## src/rtl/fft_pkg.sv

```systemverilog
// Shared definitions for the FFT butterfly issue sequencer: state encoding,
// width derivations from the maximum transform size, and the outstanding-count update.
package fft_pkg;

  typedef enum logic [1:0] {
    ST_IDLE  = 2'd0,
    ST_ISSUE = 2'd1,
    ST_DRAIN = 2'd2,
    ST_DONE  = 2'd3
  } fft_state_t;

  function automatic int calc_log2_max(input int max_n);
    return $clog2(max_n);
  endfunction

  function automatic int calc_stage_w(input int max_n);
    return $clog2($clog2(max_n));
  endfunction

  function automatic int calc_pair_w(input int max_n);
    return $clog2(max_n / 2);
  endfunction

  function automatic int calc_cnt_w(input int max_n);
    return $clog2(max_n / 2 + 1);
  endfunction

  function automatic int calc_log2n_w(input int max_n);
    return $clog2($clog2(max_n) + 1);
  endfunction

  // Issue and write-back in the same cycle cancel; a clear with nothing in flight is dropped.
  function automatic logic [31:0] credit_next(input logic [31:0] cnt, input logic inc,
                                              input logic dec);
    logic [31:0] nxt;
    nxt = cnt;
    if (inc && !dec) begin
      nxt = cnt + 32'd1;
    end else if (dec && !inc && (cnt != 32'd0)) begin
      nxt = cnt - 32'd1;
    end
    return nxt;
  endfunction

endpackage

```

## src/rtl/fft_credit_counter.sv

```systemverilog
// Count of butterflies issued but not yet written back; cleared on abort.
module fft_credit_counter
  import fft_pkg::*;
#(
  parameter int CNT_W = 5
) (
  input  logic             clk,
  input  logic             reset,
  input  logic             clr,
  input  logic             inc,
  input  logic             dec,
  output logic [CNT_W-1:0] count
);

  logic [CNT_W-1:0] count_q;

  always_ff @(posedge clk or negedge reset) begin
    if (!reset) begin
      count_q <= '0;
    end else if (clr) begin
      count_q <= '0;
    end else begin
      count_q <= CNT_W'(credit_next(32'(count_q), inc, dec));
    end
  end

  assign count = count_q;

endmodule

```

## src/rtl/fft_sequencer.sv

```systemverilog
// Issues (stage, pair_id) butterfly addresses for an in-place radix-2 FFT and
// drains in-flight write-backs between stages to avoid read-after-write hazards.
module fft_sequencer
  import fft_pkg::*;
#(
  parameter int MAX_N = 1024
) (
  input  logic                               clk,
  input  logic                               reset,
  input  logic                               en,
  input  logic                               start,
  input  logic [calc_log2n_w(MAX_N)-1:0]     i_log2n,
  input  logic                               i_inverse,
  input  logic                               abort,
  input  logic                               io_busy,
  input  logic                               pipeline_clear,
  output logic [calc_stage_w(MAX_N)-1:0]     stage,
  output logic [calc_pair_w(MAX_N)-1:0]      pair_id,
  output logic                               valid,
  output logic                               bank_select,
  output logic                               o_inverse,
  output logic                               fft_busy,
  output logic                               fft_done,
  output logic                               o_err
);

  localparam int LOG2_MAX = calc_log2_max(MAX_N);
  localparam int STAGE_W  = calc_stage_w(MAX_N);
  localparam int PAIR_W   = calc_pair_w(MAX_N);
  localparam int CNT_W    = calc_cnt_w(MAX_N);
  localparam int LOG2N_W  = calc_log2n_w(MAX_N);

  fft_state_t         state_q, state_d;
  logic [STAGE_W-1:0] stage_q, stage_d;
  logic [PAIR_W-1:0]  pair_q, pair_d;
  logic [LOG2N_W-1:0] log2n_q, log2n_d;
  logic               inv_q, inv_d;
  logic               err_q, err_d;
  logic [CNT_W-1:0]   outstanding;
  logic [PAIR_W-1:0]  last_pair;
  logic [STAGE_W-1:0] last_stage;
  logic               size_ok;
  logic               abort_hit;

  assign size_ok    = (i_log2n >= LOG2N_W'(2)) && (i_log2n <= LOG2N_W'(LOG2_MAX));
  assign last_pair  = PAIR_W'((32'd1 << (32'(log2n_q) - 32'd1)) - 32'd1);
  assign last_stage = STAGE_W'(32'(log2n_q) - 32'd1);
  assign abort_hit  = abort && ((state_q == ST_ISSUE) || (state_q == ST_DRAIN));

  always_ff @(posedge clk or negedge reset) begin
    if (!reset) begin
      state_q <= ST_IDLE;
      stage_q <= '0;
      pair_q  <= '0;
      log2n_q <= '0;
      inv_q   <= 1'b0;
      err_q   <= 1'b0;
    end else begin
      state_q <= state_d;
      stage_q <= stage_d;
      pair_q  <= pair_d;
      log2n_q <= log2n_d;
      inv_q   <= inv_d;
      err_q   <= err_d;
    end
  end

  always_comb begin
    state_d = state_q;
    stage_d = stage_q;
    pair_d  = pair_q;
    log2n_d = log2n_q;
    inv_d   = inv_q;
    err_d   = 1'b0;
    case (state_q)
      ST_IDLE: begin
        if (start && en && !io_busy) begin
          if (size_ok) begin
            log2n_d = i_log2n;
            inv_d   = i_inverse;
            stage_d = '0;
            pair_d  = '0;
            state_d = ST_ISSUE;
          end else begin
            err_d = 1'b1;
          end
        end
      end
      ST_ISSUE: begin
        if (en) begin
          if (pair_q == last_pair) begin
            pair_d  = '0;
            state_d = ST_DRAIN;
          end else begin
            pair_d = pair_q + PAIR_W'(1);
          end
        end
      end
      ST_DRAIN: begin
        if (en && (outstanding == '0)) begin
          if (stage_q == last_stage) begin
            state_d = ST_DONE;
          end else begin
            stage_d = stage_q + STAGE_W'(1);
            state_d = ST_ISSUE;
          end
        end
      end
      ST_DONE: state_d = ST_IDLE;
      default: state_d = ST_IDLE;
    endcase
    // Abort overrides whatever the state logic decided this cycle.
    if (abort_hit) begin
      state_d = ST_IDLE;
      stage_d = '0;
      pair_d  = '0;
    end
  end

  fft_credit_counter #(
    .CNT_W (CNT_W)
  ) u_credit (
    .clk   (clk),
    .reset (reset),
    .clr   (abort_hit),
    .inc   (valid),
    .dec   (pipeline_clear),
    .count (outstanding)
  );

  assign valid       = (state_q == ST_ISSUE) && en && !abort;
  assign stage       = stage_q;
  assign pair_id     = pair_q;
  assign bank_select = stage_q[0];
  assign o_inverse   = inv_q;
  assign fft_busy    = (state_q == ST_ISSUE) || (state_q == ST_DRAIN);
  assign fft_done    = (state_q == ST_DONE);
  assign o_err       = err_q;

endmodule

```

## config.mk

```make
export PLATFORM = sky130hd
export DESIGN_NAME = fft_sequencer
export DESIGN_NICKNAME = d
export VERILOG_FILES = /design/src/rtl/fft_pkg.sv /design/src/rtl/fft_credit_counter.sv /design/src/rtl/fft_sequencer.sv
export SDC_FILE = /design/constraint.sdc
export NUM_CORES = 1
export LEC_CHECK = 0
export ABC_CLOCK_PERIOD_IN_PS = 4600
export CORE_UTILIZATION = 55
export CTS_BUF_LIST = sky130_fd_sc_hd__clkbuf_8
export DETAILED_ROUTE_END_ITERATION = 8
export PLACE_DENSITY_LB_ADDON = 0.1
export SLEW_MARGIN = 20
export SYNTH_ARGS = -nofsm -noshare
export SYNTH_HDL_FRONTEND = slang
export SYNTH_SLANG_ARGS = --single-unit
```

## constraint.sdc

```tcl
create_clock -name clk -period 4.6 [get_ports clk]
set_input_delay 0.46 -clock clk [delete_from_list [all_inputs] [get_ports clk]]
set_output_delay 0.46 -clock clk [all_outputs]
set_load 0.01 [all_outputs]
```

## Yosys cells after proc, flatten, opt, wreduce, memory -nomap -nowiden

Index checks and enable logic that the tools add are counted.

| cells by class | value |
|---|---|
| div/mod/pow operators | 0 |
| shift operators | 1 |
| add/sub/neg operators | 6 |
| reductions and logical operators | 25 |
| $lt $le $gt $ge | 2 |
| bitwise logic cells | 0 |
| equal/unequal tests | 11 |
| muxes and demuxes | 26 |
| $mul | 0 |

Operators with widths:

| kind | number |
|---|---|
| $mux W9 | 5 |
| $shl A1 B32 Y9 const A | 1 |
| $mux W10 | 3 |
| $mux W4 | 5 |
| $ne A3 B3 Y1 const B | 6 |
| $pmux W9 S2 | 1 |
| $mux W2 | 7 |
| $add A10 B1 Y10 const B | 1 |
| $logic_and A1 B1 Y1 | 10 |
| $logic_not A10 Y1 | 1 |
| $reduce_and A5 Y1 | 2 |
| $reduce_bool A10 Y1 | 1 |
| $sub A10 B1 Y10 const B | 1 |
| $add A9 B1 Y9 const B | 1 |
| $eq A9 B9 Y1 | 1 |
| $reduce_bool A3 Y1 | 3 |
| $sub A9 B1 Y9 const B | 1 |
| $pmux W2 S4 | 1 |
| $pmux W4 S2 | 1 |
| $sub A4 B1 Y5 const B | 1 |
| $add A4 B1 Y4 const B | 1 |
| $eq A2 B2 Y1 const B | 2 |
| $eq A4 B4 Y1 | 1 |
| $ge A4 B2 Y1 const B | 1 |
| 8 further kinds | 13 |

| word-level totals | value |
|---|---|
| bits of input ports | 12 |
| memories | 0 |
| word-level logic and storage cells | 78 |
| latch bits | 0 |
| ROM bits | 0 |
| output and inout bits | 19 |
| bits in writable memories | 0 |
| register bits after elaboration | 31 |

## Longest topological paths before layout

| logic depth | value |
|---|---|
| depth after elaboration | 9 |
| mapped depth | 16 |

## By module

A second synthesis with hierarchy kept.

| second synthesis, totals | value |
|---|---|
| cell total of the unflattened synthesis | 302 |
| area, all modules | 2610.0 sq um |

Modules (own cells, without submodules):

| module | times used | area an instance (sq um) | cells each | sequential area each (sq um) |
|---|---|---|---|---|
| fft_sequencer | 1 | 1790.5 | 214 | 525.5 |
| fft_credit_counter | 1 | 819.5 | 88 | 250.2 |

## Least setup slack after synthesis

No wires, ideal clock.

| timing path | value |
|---|---|
| path type | reg2reg |
| start | register log2n_q[0] |
| end | register state_q[0] |
| arrival | 3.302 ns |
| data required time | 4.521 ns |
| setup time | 0.079 ns |
| stages on the path, launching flop included | 16 |
| clock period less this slack | 3.381 ns |
| path slack | 1.219 ns |
| path buffers | 3 |
| path through | dfrtp_1 buf_2 inv_1 ha_1 buf_2 buf_4 o41ai_2 nand2_1 ha_1 o21ai_1 a21oi_1 xnor3_2 nor4_4 a31oi_2 a21oi_1 mux2i_1 |

| between the ends | value |
|---|---|
| word-level cells in the longest chain between the ends | 6 |

RTL lines:

| element | RTL line | source |
|---|---|---|
| start: declaration | fft_sequencer.sv:36 | `logic [LOG2N_W-1:0] log2n_q, log2n_d;` |
| start signal: assignment | fft_sequencer.sv:62 | `log2n_q <= log2n_d;` |
| $sub A4 B1 Y5 | -- |  |
| $shl A1 B32 Y9 | fft_sequencer.sv:46 | `assign last_pair = PAIR_W'((32'd1 << (32'(log2n_q) - 32'd1)) - 32'd1);` |
| $sub A9 B1 Y9 | fft_sequencer.sv:46 |  |
| $eq A9 B9 Y1 | fft_sequencer.sv:91 | `if (pair_q == last_pair) begin` |
| $ne A3 B3 Y1 (no line) | -- |  |
| $reduce_and A5 Y1 (no line) | -- |  |
| end signal: assignment | fft_sequencer.sv:59 | `state_q <= state_d;` |
| end: declaration | fft_sequencer.sv:33 | `fft_state_t state_q, state_d;` |

Every way passes these cells.
A chain may end at the register's enable or synchronous reset.

## Worst setup path in the final report

Same ends and word-level chain as after synthesis.

==> summary.md <==
| Metric | Value |
|---|---|
| Status | finished, violations left |
| Violated checks | design-rule violations |
| Period minus WS final | 3.920 ns |
| Worst Hold Class | flop to flop |
| Yosys reg bits | 31 |
| Top FF cell, synth | dfrtp_1 |
| Hold Crit Depth | 1 |
| Post-synth EDFFs | 0 |
| Post-route DRC | 3 |
| CP Max Fanout | 18 |
| Count leader, synth | dfrtp_1 |
| Largest cells by area after synthesis | dfrtp_1 (30%), ha_1 (7.6%), a21oi_1 (4.8%) |
| Unique masters post-synth | 61 |
| Min-Delay Endpoint | o_inverse$_DFFE_PN0P_ |
| Die X | 71.14 um |
| Root buf cell | clkbuf_8 |
| Syn nets | 338 |
| Pwr/cell area | 688.0 nW/um2 |
| Core area | 4474 um2 |
| Skew-Pair Late Insertion Delay | between 0.2 and 0.3 ns |
| Largest net degree at the start of global routing | 32 |
| FP Rows | 24 |
| CP Data Required Time | 4.80 ns |
| Critical R2R Launch | log2n_q[0]$_DFFE_PN0P_ |
| GRT Util Overall | 0.2435 |
| Share of cells above drive strength 1 | 0.08108 |
| Final setup TNS | 0 ns |
| Ys Warns | 0 |
| Max_cap viols | 0 |
| Setup Viol. Count Final | 0 |
| Fin nets | 361 |
| R2r setup slk | ~0.68 ns |
| Drt wl/cell | about 15 um |
| CTS H-tree depth | 2 |
| Worst-case reg-to-reg path depth | 12 |
| Vias per cell | around 6.1 |
| Grt total ovfl | 0 |
| Placed cell areas | roughly 2900 um2 |
| Synth cell count leaders | dfrtp_1 (31), nor2_1 (27), a21oi_1 (25), inv_1 (21), nand2_1 (19) |
| Mapped Cells | 309 |
| Peak VDD IR | ~0.35 mV |
| I/O pin cnt | 31 |
| Crit path DAT | ~4 ns |
| Final WL | 5776 um |
| DIE HEIGHT | 71.14 um |
| Post-synthesis async set-or-reset flop share | 1.000 |
| Dominant cell type by area after synthesis | dfrtp_1 |
| Worst Skew | around 0.011 ns |
| RSZ-0062 raised after global routing | false |
| Post-CTS sizing | 0 |
| Initial Utilization | 0.5875 |
| Register clock-pin slew on the reported worst setup and hold paths | 0.07 ns |
| Iter 0 DRT Violations | between 200 and 250 |
| N_diodes | 0 |
| Postcts setup bufs | 0 |
| # hold bufs at CTS | 0 |
| TritonCTS Buffers | 5 |
| Die ar. | approximately 5100 um2 |
| TritonCTS Sinks | 31 |
| LEAKAGE | between 1 and 1.5 nW |
| DR pass1 iterations | 7 |
| Hold Fails Final Rpt | 0 |
| Maximum clock insertion buffer count | 2 |
| GP Congestion | 0.8858 |
| Remaining antenna violation count | 0 |
| Mean Syn Cell Area | 8.507 um2 |
| Count of input and output buffers | 30 |
| Endpoint type of the worst setup path | flop |
| Sequential element share of the synthesized area | 0.2951 |
| Max Freq | 0.2551 GHz |
| DR vias | around 2.4k |
| CTS tree | built |
| Vias in the first global route | 2,088 |
| Setup crit start kind | flop |
| Area share of the largest cell type after synthesis | 0.2951 |
| First-pass GRT wire length | 9749 um |
| Min-delay src | o_inverse$_DFFE_PN0P_ |
| Relative slew slack | 0.4117 |
| Cell area after layout | ~3000 um2 |
| Final Slew Violations | 0 |
| Reg-to-reg endpoint | state_q[0]$_DFFE_PN0P_ |
| Crit Path Category | flop to flop |
| Initial antenna violation count | 0 |
| Synth-to-Final Area Change | 14.61% |
| Tcrit/Tclk final | 0.8521 |
| Worst slew pin tran | 0.8825 ns |
| Hpwl dp | 4338 um |
| Post-synthesis cell area | between 2000 and 3000 um2 |
## cell usage in the layout (no fill, tap or decap), types with 2 or more instances in the layout
cell type | Yosys | final
or3_1 | 3 | 3
nor2_1 | 27 | 27
o31ai_1 | 3 | 3
nand2_1 | 19 | 19
a31oi_1 | 3 | 3
clkdlybuf4s50_1 | 0 | 30
nor3b_1 | 4 | 4
nand3_1 | 11 | 11
mux2i_1 | 6 | 6
o21a_1 | 2 | 2
mux2_2 | 3 | 3
a21o_1 | 6 | 6
nand4_1 | 7 | 7
o211ai_1 | 2 | 2
o22ai_1 | 5 | 5
a21oi_1 | 25 | 25
a22oi_1 | 2 | 2
clkbuf_8 | 0 | 5
xnor2_1 | 11 | 11
nor4_1 | 3 | 3
nor3_1 | 5 | 5
ha_1 | 16 | 16
dfrtp_1 | 31 | 31
a31o_2 | 3 | 3
or2_2 | 2 | 2
nor2b_1 | 8 | 8
and2_0 | 2 | 2
xor2_1 | 9 | 9
nand2b_1 | 7 | 7
clkinv_2 | 0 | 3
inv_1 | 21 | 21
nand3b_1 | 2 | 2
o21ai_0 | 16 | 16
o21ai_1 | 4 | 4
## state kept, by name (all words and copies together) (netlist names)
name            flops
stage               4
state_q             2
o_inverse           1
o_err               1
pair_id             9
u_credit.count     10
log2n_q             4
## final cells by class
| type | instances | area [um2] |
|---|---|---|
| Fill cell | 364 | 1461 |
| Timing Repair Buffer | 31 | 307.8 |
| Sequential cell | 31 | 775.7 |
| Clock buffer | 5 | 68.82 |
| Tap cell | 52 | 65.06 |
| Inverter | 21 | 78.83 |
| Clock inverter | 3 | 15.01 |
| Multi-Input combinational cell | 242 | 1702 |
## critical path: stages, from the launching register on
cell and delay [ns]:
dfrtp_1 0.59, inv_1 0.13, ha_1 0.64, inv_1 0.20
or3_1 0.41, ha_1 0.29, o21ai_1 0.11, a21oi_1 0.06
xnor3_2 0.39, nor4_4 0.42, a31oi_2 0.17, a21oi_1 0.20
mux2i_1 0.22
## metal layers
| metal | global-route usage | routed length, um | vias up |
|---|---|---|---|
| li1 | - | - | 1156 |
| met1 | 0.3698 | 2867 | 1116 |
| met2 | 0.3547 | 2436 | 84 |
| met3 | 0.04986 | 409 | 10 |
| met4 | 0.06000 | 63 | 0 |
| met5 | 0 | 0 | - |
## power by group
part / leakage, nW / internal, mW / switching [mW] / total [mW]
sequential: 0.406 / 0.356 / 0.135 / 0.491
clock: 0.0477 / 0.103 / 0.103 / 0.206
combinational: 0.793 / 0.620 / 0.756 / 1.38
total: 1.25 / 1.08 / 0.994 / 2.07
## metrics by stage
step,hold slack (ns),util,worst slack [ns],cells,power (mW)
final,0.5107,0.6734,0.6803,385,2.073
after global routing,0.5238,0.6734,0.4074,385,2.258
after CTS,0.5142,0.6734,0.7190,385,2.067
after detailed placement,0.4995,0.6546,0.7114,377,1.854
after global placement,0.4905,0.6546,0.8424,377,1.829
after floorplan,0.1644,-,1.219,309,1.597
## how the worst max path moves through the flow
stage	from	to	cells after the start	slack, ns
floorplan	log2n_q[0]$_DFFE_PN0P_	state_q[0]$_DFFE_PN0P_	15	1.22
global placement	en	u_credit.count[9]$_DFFE_PN0P_	12	0.84
detailed placement	log2n_q[0]$_DFFE_PN0P_	state_q[0]$_DFFE_PN0P_	12	0.71
CTS	log2n_q[0]$_DFFE_PN0P_	state_q[0]$_DFFE_PN0P_	12	0.72
global route	log2n_q[0]$_DFFE_PN0P_	state_q[0]$_DFFE_PN0P_	12	0.41
finish	log2n_q[0]$_DFFE_PN0P_	state_q[0]$_DFFE_PN0P_	12	0.68
## kinds of logic after synthesis
group / share of synthesized area
AND/OR/NAND/NOR: 0.2323
AO/OA/AOI/OAI: 0.2199
buffers and inverters: 0.05759
flip-flops: 0.2951
XOR/XNOR: 0.07568
adder cells (fa/ha/maj): 0.08377
multiplexers: 0.03570
(Power assumes the default switching activity.)
